<file path="src/rtl/led_blink_pkg.sv">
// Shared definitions for the multi-channel LED blinker.
//   MODE_*     : 2-bit per-channel mode encodings.
//   ch_state_e : per-channel FSM state.
package led_blink_pkg;

   localparam logic [1:0] MODE_OFF   = 2'b00;
   localparam logic [1:0] MODE_SOLID = 2'b01;
   localparam logic [1:0] MODE_BLINK = 2'b10;
   localparam logic [1:0] MODE_BURST = 2'b11;

   typedef enum logic [2:0] {
      ST_IDLE,
      ST_SOLID,
      ST_ON,
      ST_OFF,
      ST_GAP
   } ch_state_e;

endpackage

</file>
<file path="src/rtl/led_blink_ch.sv">
// One LED channel: mode FSM, phase counter, burst pulse counter, output regs.
//   clk500hz    : system clock, rising edge
//   rst         : synchronous active-high reset
//   en          : channel enable
//   mode        : OFF / SOLID / BLINK / BURST
//   half_period : half-period H in cycles (0 behaves as 1)
//   led         : registered LED drive
//   done        : one-cycle pulse when the burst gap is entered
module led_blink_ch
   import led_blink_pkg::*;
#(
   parameter int CNT_W      = 8,
   parameter int BURST_N    = 3,
   parameter int GAP_HALVES = 4
) (
   input  logic             clk500hz,
   input  logic             rst,
   input  logic             en,
   input  logic [1:0]       mode,
   input  logic [CNT_W-1:0] half_period,
   output logic             led,
   output logic             done
);

   // Three extra bits hold GAP_HALVES*H without wrapping.
   localparam int CW = CNT_W + 3;
   localparam int PW = $clog2(BURST_N + 1);

   ch_state_e       state_q, state_d;
   logic [CW-1:0]   cnt_q, cnt_d;
   logic [PW-1:0]   pcnt_q, pcnt_d;
   logic            en_q;
   logic [1:0]      mode_q;
   logic            led_q, done_q, done_d;

   logic [CW-1:0]   h_ext, ph_lim, gap_lim;
   logic            restart;

   assign h_ext   = (half_period == '0) ? CW'(1) : {3'b000, half_period};
   assign ph_lim  = h_ext - CW'(1);
   assign gap_lim = CW'(GAP_HALVES) * h_ext - CW'(1);

   // Entering a timed mode from disabled or from a different mode restarts
   // the waveform; this also covers BLINK<->BURST switches.
   assign restart = en && mode[1] && (!en_q || (mode_q != mode));

   always_comb begin
      state_d = state_q;
      cnt_d   = cnt_q;
      pcnt_d  = pcnt_q;
      done_d  = 1'b0;
      if (!en || mode == MODE_OFF) begin
         state_d = ST_IDLE;
         cnt_d   = '0;
         pcnt_d  = '0;
      end else if (mode == MODE_SOLID) begin
         state_d = ST_SOLID;
         cnt_d   = '0;
         pcnt_d  = '0;
      end else if (restart) begin
         state_d = ST_ON;
         cnt_d   = '0;
         pcnt_d  = '0;
      end else begin
         // '>=' lets a shrunk H end the running phase on the next edge.
         unique case (state_q)
            ST_ON: begin
               if (cnt_q >= ph_lim) begin
                  cnt_d   = '0;
                  state_d = ST_OFF;
                  if (mode == MODE_BURST) begin
                     pcnt_d = pcnt_q + PW'(1);
                     if (pcnt_q + PW'(1) == PW'(BURST_N)) begin
                        state_d = ST_GAP;
                        done_d  = 1'b1;
                     end
                  end
               end else begin
                  cnt_d = cnt_q + CW'(1);
               end
            end
            ST_OFF: begin
               if (cnt_q >= ph_lim) begin
                  cnt_d   = '0;
                  state_d = ST_ON;
               end else begin
                  cnt_d = cnt_q + CW'(1);
               end
            end
            ST_GAP: begin
               if (cnt_q >= gap_lim) begin
                  cnt_d   = '0;
                  pcnt_d  = '0;
                  state_d = ST_ON;
               end else begin
                  cnt_d = cnt_q + CW'(1);
               end
            end
            default: begin
               // IDLE/SOLID with a timed mode always passes through restart;
               // fall back to a clean ON phase just in case.
               state_d = ST_ON;
               cnt_d   = '0;
               pcnt_d  = '0;
            end
         endcase
      end
   end

   always_ff @(posedge clk500hz) begin
      if (rst) begin
         state_q <= ST_IDLE;
         cnt_q   <= '0;
         pcnt_q  <= '0;
         en_q    <= 1'b0;
         mode_q  <= MODE_OFF;
         led_q   <= 1'b0;
         done_q  <= 1'b0;
      end else begin
         state_q <= state_d;
         cnt_q   <= cnt_d;
         pcnt_q  <= pcnt_d;
         en_q    <= en;
         mode_q  <= mode;
         led_q   <= (state_d == ST_ON) || (state_d == ST_SOLID);
         done_q  <= done_d;
      end
   end

   assign led  = led_q;
   assign done = done_q;

endmodule

</file>
<file path="src/rtl/led_blinker_multi.sv">
// N_CH independent LED channels driven from the 500 Hz tick.
//   clk500hz    : system clock, rising edge
//   rst         : synchronous active-high reset
//   LED_on      : per-channel enable
//   mode        : per-channel mode, bits [2i+1:2i]
//   half_period : per-channel H, bits [CNT_W*(i+1)-1:CNT_W*i]
//   LED_blink   : registered LED drives
//   burst_done  : per-channel burst-complete pulse
module led_blinker_multi
   import led_blink_pkg::*;
#(
   parameter int N_CH       = 2,
   parameter int CNT_W      = 8,
   parameter int BURST_N    = 3,
   parameter int GAP_HALVES = 4
) (
   input  logic                  clk500hz,
   input  logic                  rst,
   input  logic [N_CH-1:0]       LED_on,
   input  logic [2*N_CH-1:0]     mode,
   input  logic [CNT_W*N_CH-1:0] half_period,
   output logic [N_CH-1:0]       LED_blink,
   output logic [N_CH-1:0]       burst_done
);

   for (genvar g = 0; g < N_CH; g++) begin : g_ch
      led_blink_ch #(
         .CNT_W      (CNT_W),
         .BURST_N    (BURST_N),
         .GAP_HALVES (GAP_HALVES)
      ) u_ch (
         .clk500hz    (clk500hz),
         .rst         (rst),
         .en          (LED_on[g]),
         .mode        (mode[2*g +: 2]),
         .half_period (half_period[CNT_W*g +: CNT_W]),
         .led         (LED_blink[g]),
         .done        (burst_done[g])
      );
   end

endmodule
</file>
<file path="config.mk">
export PLATFORM = sky130hd
export DESIGN_NAME = led_blinker_multi
export DESIGN_NICKNAME = d
export VERILOG_FILES = /design/src/rtl/led_blink_pkg.sv /design/src/rtl/led_blink_ch.sv /design/src/rtl/led_blinker_multi.sv
export SDC_FILE = /design/constraint.sdc
export NUM_CORES = 1
export LEC_CHECK = 0
export ABC_CLOCK_PERIOD_IN_PS = 8900
export CAP_MARGIN = 20
export CORE_ASPECT_RATIO = 0.8
export CORE_MARGIN = 5
export CORE_UTILIZATION = 62
export CTS_CLUSTER_DIAMETER = 80
export DETAILED_ROUTE_END_ITERATION = 16
export PLACE_DENSITY = 0.85
export SLEW_MARGIN = 20
export SYNTH_ARGS = -nofsm -noshare
export SYNTH_HDL_FRONTEND = slang
export SYNTH_SLANG_ARGS = --single-unit
</file>
<file path="constraint.sdc">
create_clock -name clk500hz -period 8.9 [get_ports clk500hz]
set_clock_uncertainty 0.2 [all_clocks]
set_input_delay 1.78 -clock clk500hz [delete_from_list [all_inputs] [get_ports clk500hz]]
set_output_delay 1.78 -clock clk500hz [all_outputs]
set_load 0.01 [all_outputs]
</file>
# Word level (Yosys, flattened, before mapping)
# Cells that the tools add are included.
word_totals:
  latch_bits: 0
  mem_count: 0
  ramBits: 0
  romBits: 0
  reg_bits: 42
classes:
  mul: 0
  n_reduce_logical: 26
  mux: 36
  shift: 0
  order_cmp: 4
  n_addsub: 8
  n_eq_ne: 24
  div_mod_pow: 0
  bitwise_logic: 8
op_table:
  columns: ["op", "count"]
  rows:
  - ["two-way mux 3 bit", 16]
  - [">= comparator 11 bit", 4]
  - ["two-way mux 11 bit", 4]
  - ["case mux 11 bit (2 select lines)", 2]
  - ["subtractor 11 x 1 -> 11 bit, second input constant", 4]
  - ["adder 11 x 1 -> 11 bit, second input constant", 2]
  - ["== test 3 x 2 -> 1 bit, second input constant", 6]
  - ["case mux 3 bit (3 select lines)", 2]
  - ["zero test 8 bit", 2]
  - ["two-way mux 8 bit", 2]
  - ["OR reduction 7 bit", 2]
  - ["two-way mux 2 bit", 6]
  - ["!= test 2 x 1 -> 1 bit, second input constant", 6]
  - ["case mux 2 bit (3 select lines)", 2]
  - ["== test 2 bit, second input constant", 4]
  - ["NOT 1 bit", 8]
  - ["AND reduction 4 bit", 2]
  - ["OR reduction 4 bit", 2]
  - ["== test 3 x 1 -> 1 bit, second input constant", 2]
  - ["== test 3 bit, second input constant", 2]
  - ["logical OR 1 bit", 6]
  - ["adder 2 x 1 -> 2 bit, second input constant", 2]
  - ["== test 2 x 1 -> 1 bit, second input constant", 2]
  - ["logical AND 1 bit", 4]
  - ["other kinds (5)", 12]

# Depth between registers and ports, before layout
# Gate-level depths: netlist of the first run.
logic_depth:
  ltp_word: 11
  mapped_depth: 15
  mapped_depth_nobuf: 14

# Hierarchy
# From an unflattened synthesis of the first run, not the netlist that was laid out.
unflattened:
  cells_unflattened: 354
  area_unflattened_um2: 3005.4
by_module_without_submodules:
  columns: ["module", "cells_per_inst", "instances", "area_each_um2"]
  rows:
  - ["led_blink_ch (g_ch[1].u_ch)", 178, 1, 1511.4]
  - ["led_blink_ch (g_ch[0].u_ch)", 176, 1, 1493.9]

# Worst setup path before layout of the first run
# Ideal clock, no wire load.
synth_path:
  path_kind: "in2reg"
  startpoint: "in half_period[9]"
  endpoint: "reg g_ch[1].u_ch.cnt_q[2]"
  path_stages: 14
  path_slack_ns: 3.956
  n_path_buf: 1
  required_ns: 8.583
  t_arrival_ns: 4.627
  path_cell_list: "nor4_1 > a21oi_1 > ha_1 > nor3b_1 > xnor2_1 > ha_1 > a21o_1 > a31oi_1 > maj3_1 > a21oi_1 > nor2_1 > o21ai_1 > buf_2 > nor2_1"
synth_via:
  elab_chain_len: 6
  word_cells_on_any_way: 9
synth_rtl:
  columns: ["element", "line", "text"]
  rows:
  - ["start, declared", "led_blinker_multi.sv:21", "input logic [CNT_W*N_CH-1:0] half_period,"]
  - ["zero test 8 bit", "led_blink_ch.sv:39", "assign h_ext = (half_period == '0) ? CW'(1) : {3'b000, half_period};"]
  - ["two-way mux 8 bit *", "led_blink_ch.sv:39", null]
  - ["subtractor 11 x 1 -> 11 bit (on tied branches)", "led_blink_ch.sv:41, led_blink_ch.sv:40", null]
  - [">= comparator 11 bit (on tied branches)", "led_blink_ch.sv:91, led_blink_ch.sv:68, led_blink_ch.sv:83", null]
  - ["two-way mux 11 bit (on tied branches)", "led_blink_ch.sv:91, led_blink_ch.sv:68, led_blink_ch.sv:83", null]
  - ["case mux 11 bit (2 select lines) *", "led_blink_ch.sv:66", "unique case (state_q)"]
  - ["end signal, assigned", "led_blink_ch.sv:121", "cnt_q <= cnt_d;"]
  - ["end, declared", "led_blink_ch.sv:30", "logic [CW-1:0] cnt_q, cnt_d;"]
# Every way passes the cells marked *; elsewhere a longest branch is shown, timed or not.
# A chain may end at the register's enable or synchronous reset.

# Worst setup path after layout of the first run
layout_path:
  startpoint: "in half_period[9]"
  endpoint: "reg g_ch[1].u_ch.cnt_q[4]"
# Same word-level chain as after synthesis.

==> flow_summary.toml, run 1 <==
[synth]
synth.avg_cell_area_um2 = 8.32
synth_edf_count = 0
ys_seq_elements = 42
synth-async-reset-ratio_pct = 0
synth_warnings = 0
yosysMostFrequentCell = "dfxtp_1"
synthFlopType = "dfxtp_1"
syn_inst = 365
synth_common_cells = "42 x dfxtp_1, 38 x ha_1, 36 x nor2_1"
synthTopCellsByArea = "dfxtp_1 28%, ha_1 16%, nor2_1 4.5%"
ys_seq_area_share_pct = 27.7
synthDistinctLibCells = 57
yosysTopAreaCell = "dfxtp_1"
synthesis.area_um2 = 3040
yosysTopAreaCellShare_pct = 27.7

[worst_setup_path]
cpMaxStageDelayCell = "nor4_1"
r2r_slack_ns = 5.67
path_class = "input pin to flop"
crit_path_max_fanout = 11
critPathLaunchType = "input pin"
worstPathCellList = "clkdlybuf4s50_1 > nor4_1 > a21oi_1 > ha_1 > nor3b_1 > xnor2_1 > ha_1 > a21o_1 > a31oi_1 > maj3_1 > a21oi_1 > nor2_1 > o21ai_1 > nor2_1"
slowest_delay_ns = 0.73
required_ns = 8.86
crit_arrival_ns = 5.94
cp-end-kind = "flop"

[timing]
setup_viol_count_final = 0
final_hold_viol_count = 0
slew_violations = 0
fin_ws_ns = 2.92
worst_pin_slew_ns = 0.800
fin_crit_ns = 5.98
tns_ns = 0
fmax_ghz = 0.167
slew_headroom_pct = 46.2
rsz0062_at_grt = "no"
fin_crit_sh_pct = 67.2

[route]
drtIter0Drc = 171
wl_mm = 6.78
ant_nets = 0
drtPass1Iterations = 4
drc_errors = 0
wire_per_inst_um = 14.9
via_per_inst = 6.01
num_vias = 2728

[cells_and_area]
n_antenna_cell = 0
regArea_um2 = 841
multi_input_area_um2 = 2090
area_growth_pct = 14.6
drive_gt1_share_pct = 6.35
fillers = 357
final_nets = 455

[outcome]
status = "completed"

[cts]
htreeDepth = 2
cts_max_path_buffers = 2
hold_buffers = 0
cts_resized = 0
cts_tree = "built"
clock-root-buffer = "clkbuf_8"
path_clk_slew_ns = 0.08
clock_sinks = 42
worstSkewPairLatency_ns = 0.29
cts_made_buffers = 5
cts_setup_buffers = 0

[floorplanning]
dieWidth_um = 88.2
core_area_um2 = 4650
dieArea_um2 = 6400
die_h_um = 72.6
start_util_pct = 65.3
ioPinCount = 28
rows = 22

[global_route]
grt_pass1_vias = 2578
grt_pass1_wl_mm = 11.9
antenna_found_initial = 0
grt_usage_pct = 22.8
grt_max_degree = 14
gr-total-overflow = 0

[pwr]
leakagePower_nw = 1.34
p_comb_share_pct = 11.8
sw_frac_of_total_pct = 22.0
ir_drop_v = 0.000119
power.share.clock_pct = 43.6
power_frac_seq_pct = 44.6
power.density_nw_per_um2 = 124
p_sw_mw = 0.0946
internal-power_mw = 0.335

[placement]
gp_congestion = 0.847
dp_hpwl_mm = 5.31
place_ws_ns = 2.68
port_buffers = 27

[min_path]
min_path_type = "flop to flop"

[run]
cap_violations = 0
==> power groups by stage <==
stage / clock network, mW / logic [mW] / registers, mW
after global routing: 0.198 / 0.0568 / 0.192
after CTS: 0.189 / 0.0502 / 0.192
after global placement: 0 / 0.0475 / 0.196
final: 0.187 / 0.0505 / 0.192
after detailed placement: 0 / 0.0498 / 0.196
after floorplan: 0 / 0.0278 / 0.196
==> metrics by stage <==
stage / utilization, % / total power [mW] / cells / cell area (µm²) / hold slack, ns
finish: 74.7 / 0.430 / 454 / 3480 / 0.285
global route: 74.7 / 0.447 / 454 / 3480 / 0.289
CTS: 74.7 / 0.431 / 454 / 3480 / 0.280
detailed placement: 71.7 / 0.246 / 446 / 3330 / 0.265
global placement: 71.7 / 0.243 / 446 / 3330 / 0.258
floorplan: - / 0.224 / 366 / 3040 / 0.249
==> state kept, by name (all words and copies together) (netlist names) <==
signal,flops
g_ch.u_ch.en_q,2
g_ch.u_ch.state_q,6
g_ch.u_ch.done,2
g_ch.u_ch.mode_q,4
g_ch.u_ch.led,2
g_ch.u_ch.pcnt_q,4
g_ch.u_ch.cnt_q,22
==> worst paths after layout <==
check | depth (start not counted) | end | startpoint
setup / recovery | 14 | g_ch[1].u_ch.cnt_q[4] | half_period[9]
hold / removal | 2 | g_ch[0].u_ch.pcnt_q[1] | g_ch[0].u_ch.pcnt_q[1]
setup reg to reg | 10 | g_ch[1].u_ch.cnt_q[4] | g_ch[1].u_ch.cnt_q[0]
hold reg to reg | 2 | g_ch[0].u_ch.pcnt_q[1] | g_ch[0].u_ch.pcnt_q[1]
==> worst max-delay path: cells and delay by family <==
kind | cells | cell delay [ns]
buffers and inverters | 1 | 0.45
AOI/OAI and AO/OA | 5 | 1.42
adders and majority gates | 3 | 0.97
and+or+nand+nor | 4 | 1.15
xor gates and xnor gates | 1 | 0.17
==> layout by cell type, fill, tap and decap left out, types with 5 or more instances in the layout <==
cell	instances
inv_1	16
a21o_1	5
nand2_1	17
nor2_1	36
nor2b_1	10
xnor2_1	13
clkbuf_8	6
nor3_1	14
nand2b_1	9
nor2_2	9
or3_1	9
and3_1	10
ha_1	38
nand3_1	21
o21ai_0	14
o211ai_1	6
a21oi_1	17
dfxtp_1	42
clkdlybuf4s50_1	27
xor2_1	12
==> routing by layer <==
metal  wire [µm]  GRT usage [%]
met3         349           4.18
met2        3150           38.0
met4          66           5.54
met5           0              0
met1        3210           30.5
==> cell families (layout without fill, tap and decap cells) <==
kind of cell,count (synthesis),count (layout),share of synthesized area [%]
other,1,2,0.124
multiplexers,3,3,1.03
adder cells (fa/ha/maj),39,39,16.0
AO/OA/AOI/OAI,78,78,17.8
XOR/XNOR,25,25,7.21
AND/OR/NAND/NOR,154,154,26.5
flip-flops,42,42,27.7
buffers and inverters,23,51,3.63
==> layout make-up <==
type                       count  share of cell area, %
timing repair buffer          27                   7.77
clock inverter                 2                   1.73
inverter                      16                   1.73
sequential                    42                   24.2
clock buffer                   6                   2.37
multi-input combinational    301                   60.1
tap                           60                   2.16
Note: power is estimated with default switching activity, not from simulation.
==> inputs of run 2 (changes only) <==
--- a/config.mk
+++ b/config.mk
@@ -5,14 +5,14 @@
 export SDC_FILE = /design/constraint.sdc
 export NUM_CORES = 1
 export LEC_CHECK = 0
-export ABC_CLOCK_PERIOD_IN_PS = 8900
+export ABC_CLOCK_PERIOD_IN_PS = 4930
 export CAP_MARGIN = 20
 export CORE_ASPECT_RATIO = 0.8
 export CORE_MARGIN = 5
-export CORE_UTILIZATION = 62
+export CORE_UTILIZATION = 52
 export CTS_CLUSTER_DIAMETER = 80
 export DETAILED_ROUTE_END_ITERATION = 16
-export PLACE_DENSITY = 0.85
+export PLACE_DENSITY = 0.76
 export SLEW_MARGIN = 20
 export SYNTH_ARGS = -nofsm -noshare
 export SYNTH_HDL_FRONTEND = slang
==> constraint.sdc (replaced) <==
create_clock -name clk500hz -period 4.93 [get_ports clk500hz]
set_clock_uncertainty 0.2 [all_clocks]
set_input_delay 0.986 -clock clk500hz [delete_from_list [all_inputs] [get_ports clk500hz]]
set_output_delay 0.986 -clock clk500hz [all_outputs]
set_load 0.01 [all_outputs]
==> flow_summary.toml, run 2 (synthesized netlist as in run 1, its figures left out) <==
[outcome]
status = "completed"

[pwr]
internal-power_mw = 0.503
p_sw_mw = 0.170
leakagePower_nw = 1.35
power.share.clock_pct = 34.8
ir_drop_v = 0.000118
p_comb_share_pct = 13.8
power.density_nw_per_um2 = 192
power_frac_seq_pct = 51.4
sw_frac_of_total_pct = 25.3

[floorplanning]
ioPinCount = 28
dieArea_um2 = 7470
start_util_pct = 54.6
core_area_um2 = 5560
rows = 24
dieWidth_um = 95.4
die_h_um = 78.3

[cts]
cts_max_path_buffers = 2
clock_sinks = 42
hold_buffers = 0
cts_tree = "built"
cts_made_buffers = 5
cts_resized = 0
clock-root-buffer = "clkbuf_8"
cts_setup_buffers = 0
htreeDepth = 2
path_clk_slew_ns = 0.08
worstSkewPairLatency_ns = 0.30

[cells_and_area]
drive_gt1_share_pct = 8.21
n_antenna_cell = 0
final_nets = 463
final_common_cell = "dfxtp_1"
regMostFlops = "g_ch.u_ch.cnt_q"
area_growth_pct = 15.7
reg.largest.list = "g_ch.u_ch.cnt_q (22), g_ch.u_ch.state_q (6)"
largest_reg_flops = 22
most-common-layout-cells = "42 x dfxtp_1, 38 x ha_1, 36 x nor2_1"

[route]
wl_mm = 6.53
drtPass1Iterations = 4
drtIter0Drc = 138
via_per_inst = 5.65
num_vias = 2710
drc_errors = 0
wire_per_inst_um = 13.6
ant_nets = 0

[timing]
rsz0062_at_grt = "no"
slew_headroom_pct = 63.1
worst_pin_slew_ns = 0.548
fin_crit_ns = 4.58
setup_viol_count_final = 0
tns_ns = 0
fin_crit_sh_pct = 93.0
final_hold_viol_count = 0
slew_violations = 0
fmax_ghz = 0.218
fin_hold_ws_ns = 0.281

[min_path]
hold_depth = 2
min_path_type = "flop to flop"

[global_route]
gr-total-overflow = 0
grt_pass1_vias = 2529
antenna_found_initial = 0
grt_pass1_wl_mm = 11.4
grt_max_degree = 14
grt_usage_pct = 18.6

[placement]
dp_hpwl_mm = 5.12
port_buffers = 27
gp_congestion = 0.871

[worst_setup_path]
reg2regPathDepth = 10
cp-end-kind = "flop"
path_class = "input pin to flop"
crit_path_max_fanout = 5
crit_arrival_ns = 4.60
critPathLaunchType = "input pin"
r2r_slack_ns = 2.04
required_ns = 4.95

[run]
cap_violations = 0
## run 2: cell type report
class                           count  area, µm²
Fill cell                         509       2040
Inverter                           16       60.1
Tap cell                           78       97.6
Sequential cell                    42        841
Clock buffer                        6       82.6
Multi-Input combinational cell    301       2090
Timing Repair Buffer               35        330
Clock inverter                      2       12.5
## run 2: path summary, 6_finish.rpt
path / start / endpoint
worst min-delay path: g_ch[1].u_ch.pcnt_q[1] / g_ch[1].u_ch.pcnt_q[1]
worst max register to register: g_ch[0].u_ch.cnt_q[0] / g_ch[0].u_ch.led
worst min register to register: g_ch[1].u_ch.pcnt_q[1] / g_ch[1].u_ch.pcnt_q[1]
worst max-delay path: half_period[5] / g_ch[0].u_ch.led
## run 2: power groups by stage
stage	Combinational (mW)	Sequential [mW]	Clock, mW
floorplan	0.0503	0.353	0
global placement	0.0898	0.354	0
detailed placement	0.0917	0.354	0
CTS	0.0927	0.346	0.241
global route	0.104	0.347	0.258
finish	0.0928	0.346	0.234
## run 2: critical path, cell delays in order
cell and delay [ns]:
clkdlybuf4s50_1 0.49, nor4_1 0.39, a21oi_1 0.17, ha_1 0.23, nor3b_1 0.14, buf_4 0.15
nand2_1 0.07, xor2_1 0.21, ha_1 0.30, a311oi_1 0.40, nand2_1 0.11, a41oi_2 0.22
o21a_2 0.21, mux2_1 0.34, o31ai_2 0.17
## run 2: per-layer routing
layer / global-route usage [%] / part of all wire [%] / up-vias
met3: 3.82 / 5.1 / 7
met4: 5.68 / 1.2 / 0
li1: - / - / 1401
met2: 26.7 / 40 / 64
met5: 0 / 0 / -
met1: 27.6 / 53 / 1238
## run 2: per-stage QoR
stage,power (mW),cell area [µm²],util (%),setup WS [ns],cells
finish,0.673,3510,63.2,0.345,480
global route,0.709,3510,63.2,0.0999,480
detailed placement,0.446,3420,61.5,0.117,472
CTS,0.679,3510,63.2,0.393,480
global placement,0.444,3420,61.5,0.183,472
floorplan,0.404,3040,-,0.780,366
